## config.mk

```make
export PLATFORM = sky130hd
export DESIGN_NAME = hazard_sequencer
export DESIGN_NICKNAME = d
export VERILOG_FILES = /design/src/rtl/mips_pkg.sv /design/src/rtl/hazard_sequencer.sv
export SDC_FILE = /design/constraint.sdc
export NUM_CORES = 1
export LEC_CHECK = 0
export CORE_AREA = 2 2 41 43
export CTS_CLUSTER_SIZE = 25
export DETAILED_ROUTE_END_ITERATION = 16
export DIE_AREA = 0 0 43 45
export PLACE_DENSITY = 0.79
export SETUP_SLACK_MARGIN = 0.4
export SYNTH_ARGS = -nofsm -noshare
export SYNTH_HDL_FRONTEND = slang
export SYNTH_SLANG_ARGS = --single-unit
```

## constraint.sdc

```tcl
create_clock -name clk -period 3.4 [get_ports clk]
set_input_delay 0.34 -clock clk [delete_from_list [all_inputs] [get_ports clk]]
set_output_delay 0.34 -clock clk [all_outputs]
set_load 0.01 [all_outputs]
```

## src/rtl/mips_pkg.sv

```systemverilog
// Shared MIPS decode constants and hazard sequencer state encoding.
// Used by the control unit and the hazard sequencer.
package mips_pkg;

    localparam int unsigned OPCODE_W = 6;
    localparam int unsigned FUNCT_W  = 6;
    localparam int unsigned REG_W    = 5;
    localparam int unsigned CNT_W    = 3;

    localparam logic [OPCODE_W-1:0] OP_RTYPE  = 6'b000000;
    localparam logic [OPCODE_W-1:0] OP_LW     = 6'b100011;
    localparam logic [OPCODE_W-1:0] OP_J      = 6'b000010;
    localparam logic [FUNCT_W-1:0]  FUNCT_MUL = 6'b011100;

    typedef enum logic [0:0] {
        ST_RUN      = 1'b0,
        ST_MUL_WAIT = 1'b1
    } hz_state_e;

endpackage

```

## src/rtl/hazard_sequencer.sv

```systemverilog
// Pipeline hazard sequencer: load-use stalls, branch/jump flushes and
// multi-cycle multiplier occupancy of EX. Outputs are combinational.
module hazard_sequencer
    import mips_pkg::*;
#(
    parameter int unsigned MUL_LATENCY = 4
) (
    input  logic                clk,
    input  logic                rst,
    input  logic [OPCODE_W-1:0] id_op_code,
    input  logic [FUNCT_W-1:0]  id_funct,
    input  logic [REG_W-1:0]    id_rs,
    input  logic [REG_W-1:0]    id_rt,
    input  logic                ex_mem_read,
    input  logic [REG_W-1:0]    ex_rt,
    input  logic                ex_branch_taken,
    output logic                stall_pc,
    output logic                stall_ifid,
    output logic                flush_ifid,
    output logic                flush_idex,
    output logic                mul_start,
    output logic                mul_busy
);

    hz_state_e        state_q, state_d;
    logic [CNT_W-1:0] cnt_q, cnt_d;

    logic id_is_mul;
    logic id_is_jump;
    logic load_use;

    assign id_is_mul  = (id_op_code == OP_RTYPE) && (id_funct == FUNCT_MUL);
    assign id_is_jump = (id_op_code == OP_J);
    assign load_use   = ex_mem_read && (ex_rt != '0) &&
                        ((ex_rt == id_rs) || (ex_rt == id_rt));

    // Next-state and output decode; reset forces every output low.
    always_comb begin
        state_d    = state_q;
        cnt_d      = cnt_q;
        stall_pc   = 1'b0;
        stall_ifid = 1'b0;
        flush_ifid = 1'b0;
        flush_idex = 1'b0;
        mul_start  = 1'b0;
        mul_busy   = 1'b0;

        case (state_q)
            ST_RUN: begin
                if (ex_branch_taken) begin
                    flush_ifid = 1'b1;
                    flush_idex = 1'b1;
                end else if (load_use) begin
                    stall_pc   = 1'b1;
                    stall_ifid = 1'b1;
                    flush_idex = 1'b1;
                end else if (id_is_mul) begin
                    mul_start = 1'b1;
                    state_d   = ST_MUL_WAIT;
                    cnt_d     = CNT_W'(MUL_LATENCY - 1);
                end else if (id_is_jump) begin
                    flush_ifid = 1'b1;
                end
            end
            ST_MUL_WAIT: begin
                // EX is held by the mul and ID is frozen: ID/EX hazards are moot.
                stall_pc   = 1'b1;
                stall_ifid = 1'b1;
                flush_idex = 1'b1;
                mul_busy   = 1'b1;
                cnt_d      = cnt_q - CNT_W'(1);
                if (cnt_q <= CNT_W'(1)) begin
                    state_d = ST_RUN;
                end
            end
            default: begin
                state_d = ST_RUN;
                cnt_d   = '0;
            end
        endcase

        if (rst) begin
            stall_pc   = 1'b0;
            stall_ifid = 1'b0;
            flush_ifid = 1'b0;
            flush_idex = 1'b0;
            mul_start  = 1'b0;
            mul_busy   = 1'b0;
        end
    end

    always_ff @(posedge clk) begin
        if (rst) begin
            state_q <= ST_RUN;
            cnt_q   <= '0;
        end else begin
            state_q <= state_d;
            cnt_q   <= cnt_d;
        end
    end

endmodule

```

==> flow_summary_export.csv <==
group,metric,value,unit
critical_path,cp_max_fo,4,
power_and_ir_drop,p_leak,0.0002973,µW
synth,synthesis.area,490.5,µm²
global_routing,grt_usage,14.51,%
synth,yosysWarnings,0,
routing,routed_via_density,5.070,
synth,async_flop_share,0,%
global_routing,antenna_found_initial,0,
die,io-pin-count,37,
routing,wl_per_cell,11.25,µm
synth,synth_edf_count,0,
routing,drt_iter0_drc,5,
place,io_buffers,36,
global_routing,grt_pass1_vias,562,
flow_run,cap_violations,0,
clock_network,cts_tree,"done",
critical_path,worstSetupPathType,"primary input to output pin",
critical_path,arrival,2.54,ns
cells_and_area,syn_to_final_growth,79.08,%
cells_and_area,finalNetCount,133,
cells_and_area,final_cell_count_no_fill,114,
place,place_hpwl,1118,µm
sta,slew_violations,0,
die,initial_core_util,33.33,%
routing,wirelength,1283,µm
synth,synth_top_area_share,17.86,%
clock_network,cts.sinks,4,
sta,fin_worst_skew,0.004967,ns
routing,dr.pass1.iters,3,
clock_network,clk_path_buf_depth,2,
power_and_ir_drop,power,177.5,µW
clock_network,cts_max_level,1,
clock_network,worstSkewPairLatency,0.24,ns
cells_and_area,drive_above_1_share,8.163,%
critical_path,cp.required,3.06,ns
sta,period_needed,2.877,ns
place,dpl.cell_count,111,
die,rows,14,
min_path,hold_class,"flop to flop",
sta,finalSetupTns,0,ns
clock_network,holdBufCountCts,0,
clock_network,postCtsSetupBuffers,0,
synth,post-synth-top-area-cell,"xnor2_1",
outcome,status,"complete, no violations",
synth,syn-num-nets,95,
sta,finalCritPeriodShare,84.62,%
synth,yosys-top-cells-area,"xnor2_1 18%, dfxtp_1 16%, a21oi_1 6.1%, ha_1 5.1%, inv_1 4.6%",
global_routing,grt-ovfl-total,0,
routing,num_vias,578,
clock_network,cts_buffers,3,
routing,drc_errors,0,
routing,ant_nets,0,
die,fp.dieH,45,µm
sta,fmax,0.3476,GHz
die,die_width,43,µm
die,dieArea,1935,µm²
cells_and_area,mostFrequentLayoutCells,"36 x clkdlybuf4s50_1, 10 x xnor2_1, 6 x inv_1, 6 x a21oi_1",
clock_network,clk_pin_slew,0.04,ns
clock_network,root_buffer,"clkbuf_4",
power_and_ir_drop,ir_drop,0.2407,mV
sta,finalSetupViolCount,0,
place,gp_congestion,0.8060,
synth,yosysUniqueCellTypes,30,
sta,tightest_slew,0.2990,ns
cells_and_area,antennaDiodeCount,0,
min_path,min_path_cells,1,
cells_and_area,layout_commonest_cell,"clkdlybuf4s50_1",
sta,rsz0062_at_grt,"no",
synth,synth-seq-cells,4,
synth,syn_inst,62,
sta,maxSlewHeadroom,80.00,%
synth,syn_area_per_cell,7.911,µm²
critical_path,reg2regPathDepth,4,
critical_path,end_kind,"output pin",
synth,synth_ff_type,"dfxtp_1",
clock_network,ctsResizeCount,0,
die,core_area,1471,µm²
synth,seq_area_frac_synth,16.33,%
global_routing,grt_max_degree,10,
power_and_ir_drop,powerDensity,202.1,nW/µm²
critical_path,startpoint_type,"primary input",
global_routing,grt_pass1_wl,2159,µm
sta,hold_viol_final,0,
sequential cells by signal, summed over array words and instances (netlist names):
register  count
state_q       1
cnt_q         3
worst max-delay path, stage by stage:
cell and delay, ns:
clkdlybuf4s50_1 0.47, or4_1 0.57, o21ai_2 0.21, o211ai_1 0.11, a211oi_1 0.26, clkdlybuf4s50_1 0.58
cell families (layout without fill, tap and decap cells):
| logic type | count (synthesis) | count (layout) | synth area share (%) |
|---|---|---|---|
| and+or+nand+nor | 19 | 19 | 25.77 |
| AOI/OAI and AO/OA | 18 | 18 | 27.30 |
| xor gates and xnor gates | 10 | 10 | 17.86 |
| buffers and inverters | 9 | 45 | 7.652 |
| DFF | 4 | 4 | 16.33 |
| adders and majority gates | 2 | 2 | 5.101 |
synthesized netlist by cell type (2+ instances only):
cell type,n
xnor2_1,10
a21oi_1,6
inv_1,6
dfxtp_1,4
nand2_1,4
nand3_1,3
nor2_1,3
ha_1,2
nor3_1,2
o21ai_2,2
cell type report:
class	instances	area, µm²
fill	142	593.1
tap	16	20.02
multi-input combinational	49	372.9
clock buffer	3	22.52
sequential	4	80.08
inverter	6	22.52
timing repair buffer	36	360.3
where the power goes:
group	switching (µW)	total, µW	internal [µW]
Clock	19.8	59.3	39.5
Sequential	0.0208	47.2	47.2
Combinational	24.4	71.0	46.6
Total	44.2	178	133
metal layers:
layer | vias up | GRT usage [%] | part of all wire [%] | wire, µm
met3 | 0 | 6.400 | 7.3 | 94
met4 | 0 | 0 | 0 | 0
li1 | 299 | - | - | -
met1 | 257 | 15.78 | 42 | 541
met5 | - | 0 | 0 | 0
met2 | 22 | 27.88 | 50 | 646
stage by stage:
stage          hold slack, ns  util (%)  instance area [µm²]  setup slack, ns
2_1_floorplan          0.4485         -                490.5            1.547
4_1_cts                0.4840     59.69                878.3           0.5099
6_report               0.4880     59.69                878.3           0.5229
3_3_place_gp           0.4728     58.16                855.8           0.5308
5_1_grt                0.5026     59.69                878.3           0.4248
3_5_place_dp           0.4761     58.16                855.8           0.5127
final timing paths:
| check | slack (ns) | end | startpoint |
|---|---|---|---|
| max | 0.52 | flush_ifid | ex_rt[1] |
| min | 0.49 | cnt_q[2] | cnt_q[2] |
| max reg2reg | 2.30 | cnt_q[2] | cnt_q[0] |
| min reg2reg | 0.49 | cnt_q[2] | cnt_q[2] |
Note: power is estimated with default switching activity, not from simulation.
